$ cat config.mk
export PLATFORM = sky130hd
export DESIGN_NAME = tmds_rx_decoder
export DESIGN_NICKNAME = d
export VERILOG_FILES = /design/src/rtl/tmds_rx_decoder.sv
export SDC_FILE = /design/constraint.sdc
export NUM_CORES = 1
export LEC_CHECK = 0
export CORE_MARGIN = 2
export CORE_UTILIZATION = 25
export DETAILED_ROUTE_END_ITERATION = 7
export PLACE_DENSITY = 0.54
export SETUP_SLACK_MARGIN = 0.02
export SLEW_MARGIN = 10
export SYNTH_ARGS = -nofsm -noshare
export SYNTH_HDL_FRONTEND = slang
export SYNTH_SLANG_ARGS = --single-unit
$ cat constraint.sdc
create_clock -name clk_25p2MHz -period 2.9 [get_ports clk_25p2MHz]
set_input_delay 0.29 -clock clk_25p2MHz [delete_from_list [all_inputs] [get_ports clk_25p2MHz]]
set_output_delay 0.29 -clock clk_25p2MHz [all_outputs]
set_load 0.005 [all_outputs]
$ cat src/rtl/tmds_rx_decoder.sv
// ---------------------------------------------------------------------------
// tmds_rx_decoder
//   Recovers video from three deserialized 10-bit TMDS words. Stage 1
//   registers the raw words; stage 2 classifies the cycle (control / data /
//   error), decodes the colour bytes, and registers every output.
//   A small FSM tracks frame position so the first active pixel after a
//   VSYNC rising edge is flagged.
//
// Ports
//   clk_25p2MHz  in   pixel clock, all logic on the rising edge
//   rst          in   asynchronous active-high reset
//   tmds_ch0     in   10-bit word, blue channel (carries HSYNC/VSYNC)
//   tmds_ch1     in   10-bit word, green channel
//   tmds_ch2     in   10-bit word, red channel
//   rgb          out  {r[7:4], g[7:4], b[7:4]}
//   de           out  data enable, high during active video
//   hsync/vsync  out  recovered sync levels from ch0 control tokens
//   pix_x/pix_y  out  position of the pixel currently on rgb
//   frame_start  out  one-cycle pulse on the first active pixel of a frame
//   err_cnt      out  saturating count of channel-disagreement cycles
// ---------------------------------------------------------------------------
module tmds_rx_decoder #(
    parameter int POS_W    = 10,
    parameter int ERRCNT_W = 16
) (
    input  logic                clk_25p2MHz,
    input  logic                rst,
    input  logic [9:0]          tmds_ch0,
    input  logic [9:0]          tmds_ch1,
    input  logic [9:0]          tmds_ch2,
    output logic [11:0]         rgb,
    output logic                de,
    output logic                hsync,
    output logic                vsync,
    output logic [POS_W-1:0]    pix_x,
    output logic [POS_W-1:0]    pix_y,
    output logic                frame_start,
    output logic [ERRCNT_W-1:0] err_cnt
);

    typedef enum logic [1:0] {
        WAIT_VS = 2'd0,
        WAIT_DE = 2'd1,
        ACTIVE  = 2'd2
    } state_t;

    localparam logic [POS_W-1:0]    POS_ONE = POS_W'(1);
    localparam logic [ERRCNT_W-1:0] ERR_ONE = ERRCNT_W'(1);

    // True when the word is one of the four control tokens.
    function automatic logic f_is_ctrl(input logic [9:0] d);
        return (d == 10'b1101010100) || (d == 10'b0010101011) ||
               (d == 10'b0101010100) || (d == 10'b1010101011);
    endfunction

    // {c1, c0} carried by a control token.
    function automatic logic [1:0] f_ctrl_bits(input logic [9:0] d);
        logic [1:0] c;
        case (d)
            10'b0010101011: c = 2'b01;
            10'b0101010100: c = 2'b10;
            10'b1010101011: c = 2'b11;
            default:        c = 2'b00;
        endcase
        return c;
    endfunction

    // Data decode restricted to the upper nibble, which is all that reaches
    // rgb. Bit 4 needs t[3], so the word is taken from bit 3 upwards.
    function automatic logic [3:0] f_decode_hi(input logic [9:3] d);
        logic [7:3] t;
        logic [7:4] q;
        t = d[9] ? ~d[7:3] : d[7:3];
        for (int i = 4; i < 8; i++) begin
            q[i] = d[8] ? (t[i] ^ t[i-1]) : ~(t[i] ^ t[i-1]);
        end
        return q;
    endfunction

    logic [9:0] w_in      [3];
    logic [3:0] w_hi      [3];
    logic       w_is_ctrl [3];
    logic [1:0] w_cbits;

    assign w_in[0] = tmds_ch0;
    assign w_in[1] = tmds_ch1;
    assign w_in[2] = tmds_ch2;

    // Stage 1: one input register per channel, plus per-channel decode of
    // the registered word.
    genvar gi;
    generate
        for (gi = 0; gi < 3; gi++) begin : g_ch
            logic [9:0] r_word;
            always_ff @(posedge clk_25p2MHz or posedge rst) begin
                if (rst) r_word <= '0;
                else     r_word <= w_in[gi];
            end
            assign w_hi[gi]      = f_decode_hi(r_word[9:3]);
            assign w_is_ctrl[gi] = f_is_ctrl(r_word);
        end
    endgenerate

    assign w_cbits = f_ctrl_bits(g_ch[0].r_word);

    // Stage 1 holds reset zeros for one cycle after release; those are not
    // real input and must not be decoded.
    logic r_s1_valid;
    always_ff @(posedge clk_25p2MHz or posedge rst) begin
        if (rst) r_s1_valid <= 1'b0;
        else     r_s1_valid <= 1'b1;
    end

    logic [11:0]         r_rgb;
    logic                r_de;
    logic                r_hsync;
    logic                r_vsync;
    logic [POS_W-1:0]    r_pix_x;
    logic [POS_W-1:0]    r_pix_y;
    logic                r_frame_start;
    logic [ERRCNT_W-1:0] r_err_cnt;
    state_t              r_state;

    logic                w_all_ctrl;
    logic                w_no_ctrl;
    logic                w_err;
    logic                w_de_next;
    logic [11:0]         w_rgb_next;
    logic                w_hsync_next;
    logic                w_vsync_next;
    logic                w_vs_rise;
    logic                w_line_end;
    logic [POS_W-1:0]    w_pix_x_next;
    logic [POS_W-1:0]    w_pix_y_next;

    always_comb begin
        w_all_ctrl   = w_is_ctrl[0] & w_is_ctrl[1] & w_is_ctrl[2];
        w_no_ctrl    = ~(w_is_ctrl[0] | w_is_ctrl[1] | w_is_ctrl[2]);
        w_err        = ~w_all_ctrl & ~w_no_ctrl;
        w_de_next    = w_no_ctrl;
        w_rgb_next   = w_no_ctrl ? {w_hi[2], w_hi[1], w_hi[0]} : 12'h000;
        // Sync levels only move on clean control cycles.
        w_hsync_next = w_all_ctrl ? w_cbits[0] : r_hsync;
        w_vsync_next = w_all_ctrl ? w_cbits[1] : r_vsync;
        w_vs_rise    = w_vsync_next & ~r_vsync;
        w_line_end   = r_de & ~w_de_next;

        w_pix_x_next = r_pix_x;
        if (w_de_next) begin
            if (!r_de)                 w_pix_x_next = '0;
            else if (r_pix_x != '1)    w_pix_x_next = r_pix_x + POS_ONE;
        end

        // A VSYNC edge and a line end cannot both matter: clear wins.
        w_pix_y_next = r_pix_y;
        if (w_vs_rise)                             w_pix_y_next = '0;
        else if (w_line_end && (r_pix_y != '1))    w_pix_y_next = r_pix_y + POS_ONE;
    end

    // Stage 2 output registers.
    always_ff @(posedge clk_25p2MHz or posedge rst) begin
        if (rst) begin
            r_rgb     <= '0;
            r_de      <= 1'b0;
            r_hsync   <= 1'b0;
            r_vsync   <= 1'b0;
            r_pix_x   <= '0;
            r_pix_y   <= '0;
            r_err_cnt <= '0;
        end else if (r_s1_valid) begin
            r_rgb   <= w_rgb_next;
            r_de    <= w_de_next;
            r_hsync <= w_hsync_next;
            r_vsync <= w_vsync_next;
            r_pix_x <= w_pix_x_next;
            r_pix_y <= w_pix_y_next;
            if (w_err && (r_err_cnt != '1)) r_err_cnt <= r_err_cnt + ERR_ONE;
        end
    end

    // Frame tracker: frame_start is registered alongside the stage-2 outputs
    // so it lines up with the first active pixel on rgb.
    always_ff @(posedge clk_25p2MHz or posedge rst) begin
        if (rst) begin
            r_state       <= WAIT_VS;
            r_frame_start <= 1'b0;
        end else if (r_s1_valid) begin
            r_frame_start <= 1'b0;
            case (r_state)
                WAIT_VS: if (w_vs_rise) r_state <= WAIT_DE;
                WAIT_DE: begin
                    if (w_de_next) begin
                        r_state       <= ACTIVE;
                        r_frame_start <= 1'b1;
                    end
                end
                ACTIVE:  if (w_vs_rise) r_state <= WAIT_DE;
                default: r_state <= WAIT_VS;
            endcase
        end
    end

    assign rgb         = r_rgb;
    assign de          = r_de;
    assign hsync       = r_hsync;
    assign vsync       = r_vsync;
    assign pix_x       = r_pix_x;
    assign pix_y       = r_pix_y;
    assign frame_start = r_frame_start;
    assign err_cnt     = r_err_cnt;

endmodule

# Yosys cells after proc, flatten, opt, wreduce, memory -nomap -nowiden
# Index checks and enable logic that the tools add are counted.
# Widths: inputs -> output; s select.
[op_classes]
n_bitwise = 37
eq_ne = 20
reduce_logical = 19
muxes = 27
n_addsub = 3
[ops]
columns = ["op", "n"]
rows = [
  ["$eq 10x10->1 const B", 6],
  ["$mux 10", 4],
  ["$eq 10x8->1 const B", 3],
  ["$eq 10x9->1 const B", 3],
  ["$add 10x1->10 const B", 2],
  ["$ne 10x10->1 const B", 2],
  ["$add 16x1->16 const B", 1],
  ["$ne 16x16->1 const B", 1],
  ["$mux 1", 15],
  ["$mux 5", 3],
  ["$not 1->1", 15],
  ["$not 5->5", 3],
  ["$mux 12", 1],
  ["$xor 1x1->1", 12],
  ["$logic_or 1x1->1", 9],
  ["$pmux 2 s3", 1],
  ["$reduce_and 2->1", 3],
  ["$reduce_and 3->1", 2],
  ["$and 1x1->1", 5],
  ["$mux 2", 2],
  ["$ne 2x1->1 const B", 2],
  ["$pmux 2 s2", 1],
  ["$eq 2x1->1 const B", 1],
  ["$eq 2x2->1 const B", 1],
  ["6 further kinds", 8],
]
[totals]
regBits = 85
elab_cells = 119
in_bits = 32

# Logic depth before layout (Yosys ltp)
[depth]
ltp_word = 10
depth_mapped = 9
depth_no_buf = 8

# Worst setup path after synthesis
# No wires, ideal clock.
[synth_path]
kind = "reg-to-reg"
from = "reg g_ch[2].r_word[6]"
to = "reg r_state[1]"
path_stages_with_launch = 9
setup_time_ns = 0.126
path_buffers = 1
setup_slack_ns = 0.692
required_ns = 2.774
t_arrival_ns = 2.082
cell_sequence = "dfrtp_1 -> inv_1 -> ha_1 -> nand3_1 -> or4_1 -> a221o_1 -> nor3_1 -> buf_2 -> o22ai_1"
[synth_between]
elab_chain_cells = 9
[synth_rtl]
columns = ["element", "line_no", "text"]
rows = [
  ["start: declaration", "94", "logic [9:0] r_word;"],
  ["start signal: assignment", "97", "else r_word <= w_in[gi];"],
  ["$eq 10x10->1 / $eq 10x8->1 (equally long branches)", "52", "return (d == 10'b1101010100) || (d == 10'b0010101011) ||"],
  ["$logic_or 1x1->1 (2 in a row)", "52", ""],
  ["$logic_or 1x1->1 *", "53", "(d == 10'b0101010100) || (d == 10'b1010101011);"],
  ["$and 1x1->1", "137", "w_all_ctrl = w_is_ctrl[0] & w_is_ctrl[1] & w_is_ctrl[2];"],
  ["$mux 1", "144", "w_vsync_next = w_all_ctrl ? w_cbits[1] : r_vsync;"],
  ["$and 1x1->1", "145", "w_vs_rise = w_vsync_next & ~r_vsync;"],
  ["$ne 2x1->1 (no line)", "--", ""],
  ["$reduce_and 3->1 (no line) *", "--", ""],
  ["end signal: assignment", "185", "r_state <= WAIT_VS;"],
  ["end signal: assignment", "190", "WAIT_VS: if (w_vs_rise) r_state <= WAIT_DE;"],
  ["end signal: assignment", "193", "r_state <= ACTIVE;"],
  ["end: declaration", "122", "state_t r_state;"],
]
# Mark *: on every way between the ends. The rest lies on a longest branch, timed or not.
# A chain may end at the register's enable or synchronous reset.

# Worst setup path after layout
[layout_path]
from = "reg g_ch[0].r_word[5]"
to = "reg r_err_cnt[1] (netlist: err_cnt[1])"
[layout_between]
elab_chain_cells = 10
[layout_rtl]
columns = ["element", "line_no", "text"]
rows = [
  ["start: declaration", "94", ""],
  ["start signal: assignment", "97", ""],
  ["$eq 10x10->1 / $eq 10x8->1 (equally long branches)", "52", ""],
  ["$logic_or 1x1->1 (2 in a row)", "52", ""],
  ["$logic_or 1x1->1 *", "53", ""],
  ["$and 1x1->1 (2 in a row)", "137", ""],
  ["$not 1->1", "139", "w_err = ~w_all_ctrl & ~w_no_ctrl;"],
  ["$and 1x1->1 *", "139", ""],
  ["$logic_and 1x1->1 *", "177", "if (w_err && (r_err_cnt != '1)) r_err_cnt <= r_err_cnt + ERR_ONE;"],
  ["$reduce_and 2->1 (no line) *", "--", ""],
  ["end signal: assignment", "177", ""],
  ["end: declaration", "121", "logic [ERRCNT_W-1:0] r_err_cnt;"],
]
# Marked as above.

==> flow_metrics.py <==
metrics = {
    "timing": {
        "setup_viol": 0,
        "final.period_utilization_pct": 84.0,
        "slew-limit-headroom_pct": 45.0,
        "finalSetupTns_ns": 0,
        "fmax_ghz": 0.410,
        "finClkSkew_ns": 0.00922,
        "rsz0062_at_grt": "no",
        "whs_ns": 0.386,
        "tightest_slew_ns": 0.818,
        "timing.final.crit_period_ns": 2.44,
        "hold_viol": 0,
        "final_max_slew_viol_count": 0,
    },
    "route": {
        "ant_nets": 0,
        "drc": 0,
        "wirelength_um": 9100,
        "viasPerCell": 4.66,
        "vias": 2976,
        "wl_per_cell_um": 14.3,
        "drt-initial-drc-count": 141,
        "drtPass1Iterations": 4,
    },
    "placed_design": {
        "io_buffers": 81,
        "place_area_um2": 4950,
        "dp.cells": 623,
        "dp_hpwl_um": 6610,
        "gp_congestion": 0.743,
    },
    "synth": {
        "yosysWarningCount": 0,
        "ys_types": 52,
        "async_flop_share_pct": 100,
        "synth_cells": 358,
        "synth_xor_area_share_pct": 9.23,
        "synth-simple-area-share_pct": 18.2,
        "syn_avg_cell_area_um2": 10.9,
        "seq_area_frac_synth_pct": 53.4,
        "syn_area_um2": 3890,
        "synth_top_family_by_area": "simple AND/OR/NAND/NOR gates",
        "synth_edf_count": 0,
        "synth-compound-area-share_pct": 10.4,
        "synth-adder-area-share_pct": 3.54,
        "synth_flop_cell": "dfrtp_1",
        "muxShareOfSynthArea_pct": 1.77,
        "synth_seq_cells": 83,
        "syn-num-nets": 401,
    },
    "floorplan": {
        "row_count": 45,
        "die_h_um": 129,
        "core_area_um2": 15200,
        "ios": 84,
        "die_w_um": 129,
        "initial_utilization_pct": 25.6,
        "die-area_um2": 16600,
    },
    "cells_and_area": {
        "stdcell_count": 638,
        "fillerInstances": 1558,
        "area_delta_synth_final_pct": 34.4,
        "n_antenna_cell": 0,
        "multi_input_area_um2": 1680,
        "drive_gt1_share_pct": 8.22,
        "design_area_um2": 5230,
        "fin_nets": 489,
        "regArea_um2": 2080,
    },
    "clock_network": {
        "clk_pin_slew_ns": 0.06,
        "htree_levels": 3,
        "clock_latency_ns": 0.34,
        "cts_tree": "yes",
        "cts-hold-fix-buffers": 0,
        "root_buffer": "clkbuf_16",
        "cts_buffer_depth": 2,
        "cts_buffers": 9,
        "cts_resized": 0,
        "cts_setup_buffers": 0,
        "cts_sinks": 83,
    },
    "setup_path": {
        "worstPathRequired_ns": 3.12,
        "cp_data_arrival_time_ns": 2.65,
        "cpPeakStageDelay_ns": 0.46,
        "cp-end-kind": "flip-flop",
        "cp-start-kind": "flip-flop",
        "slowest_stage": "a222oi_1",
        "cp_max_fo": 15,
        "worstSetupPathType": "flip-flop to flip-flop",
        "path_cells": "nor4bb_1 -> nand4b_1 -> a222oi_1 -> o21bai_4 -> nor2_2 -> mux2_4",
    },
    "global_route": {
        "globalRouteOverflowTotal": 0,
        "grt_pass1_wl_um": 14900,
        "grt_max_degree": 43,
        "first_global_vias": 2870,
        "antenna_found_initial": 0,
        "grt_usage_pct": 11.5,
    },
    "power_and_ir_drop": {
        "power_leakage_nw": 2.26,
        "powerDensity_nw_per_um2": 532,
        "vdd_ir_drop_max_uv": 335,
    },
    "run": {
        "cap_violations": 0,
    },
    "outcome": {
        "run_status": "complete, no violations",
    },
    "hold_path": {
        "hp-class": "primary input to flip-flop",
    },
}
layout make-up:
| type | count | share of cell area [%] |
|---|---|---|
| Clock inverter | 4 | 1.00 |
| Tap cell | 188 | 4.50 |
| Inverter | 18 | 1.32 |
| Timing Repair Buffer | 91 | 16.9 |
| Clock buffer | 11 | 4.45 |
| Multi-Input combinational cell | 243 | 32.1 |
| Sequential cell | 83 | 39.7 |
worst max-delay path, delay by kind of cell, from the launching register on:
| family | cells | cell delay (ns) |
|---|---|---|
| AND/OR/NAND/NOR | 3 | 0.80 |
| AO/OA/AOI/OAI | 2 | 0.76 |
| flip-flops | 1 | 0.43 |
| multiplexers | 1 | 0.31 |
cells in the final DEF, fill, tap and decap left out, types with 10 or more instances in the layout:
master            n
ha_1             11
xnor2_1          13
nor2_1           26
clkdlybuf4s50_1  81
buf_4            10
dfrtp_1          83
o21ai_0          13
inv_1            17
nand3_1          10
xor2_1           28
nand2_1          31
final timing paths:
path	slack [ns]	cells after the start	to	from
setup / recovery	0.46	6	err_cnt[1]	g_ch[0].r_word[5]
hold / removal	0.39	1	g_ch[0].r_word[6]	tmds_ch0[6]
setup reg to reg	0.46	6	err_cnt[1]	g_ch[0].r_word[5]
hold reg to reg	0.49	1	rgb[10]	rgb[10]
max in group asynchronous	1.72	3	rgb[9]	rst
min in group asynchronous	0.40	2	err_cnt[11]	rst
where the power goes:
group	total, mW	switching [mW]	leakage, nW	internal, mW
Sequential	1.32	0.0822	1.06	1.24
Combinational	0.350	0.138	1.06	0.212
Clock	1.11	0.449	0.140	0.664
registers in the layout, summed over array words and instances, names as in the netlist:
signal       cells
g_ch.r_word     28
err_cnt         16
rgb             12
pix_x           10
pix_y           10
r_state          2
de               1
frame_start      1
hsync            1
r_s1_valid       1
vsync            1
cells in the mapped netlist, types with 2 or more instances:
master     instances  share of area [%]
nor3_1             9                1.2
buf_2              6               0.77
mux2i_1            2               0.51
a21oi_1            8                1.0
nand4b_1           2               0.45
o21ai_0           13                1.7
dfrtp_1           83                 53
o41ai_1            2               0.45
xor2_1            28                6.3
o211ai_1           3               0.58
or3_1              2               0.32
ha_1              11                3.5
nor4_1             7                1.1
a22o_1             4               0.90
inv_1             18                1.7
nor4bb_1           2               0.51
o2bb2ai_1          9                2.0
xnor2_1           13                2.9
nand2_1           31                3.0
nor3b_1            2               0.39
nand3_1           10                1.3
nand4_1            9                1.4
or4_1              5               0.96
nor2_1            26                2.5
o2111ai_1          2               0.45
clkbuf_1           7               0.68
and3_1             8                1.3
a221o_1            2               0.51
mux2_2             3               0.87
or2_2              3               0.48
a2bb2oi_1          2               0.45
o31ai_1            3               0.58
and4_1             4               0.90
stage by stage:
step                util, %  setup WS, ns  total power [mW]
global placement       32.5         0.503              1.69
finish                 34.4         0.463              2.78
CTS                    34.4         0.439              2.83
floorplan                 -         0.473              1.48
global route           34.4         0.248              2.92
detailed placement     32.5         0.455              1.70
routing by layer:
layer  track usage, %  vias up  share of wire [%]
li1                 -     1448                  -
met1             15.2     1447                 45
met2             18.0       64                 48
met3             2.58       17                4.1
met4             5.63        0                2.7
met5                0        -                  0
logic make-up (layout without fill, tap and decap cells):
group / count (synthesis) / in the layout
and+or+nand+nor: 129 / 129
AOI/OAI and AO/OA: 55 / 55
other: 1 / 1
muxes: 6 / 6
xor gates and xnor gates: 41 / 41
buffers and inverters: 32 / 124
adders and majority gates: 11 / 11
DFF: 83 / 83
No activity file was read; power rests on OpenSTA's default activity.
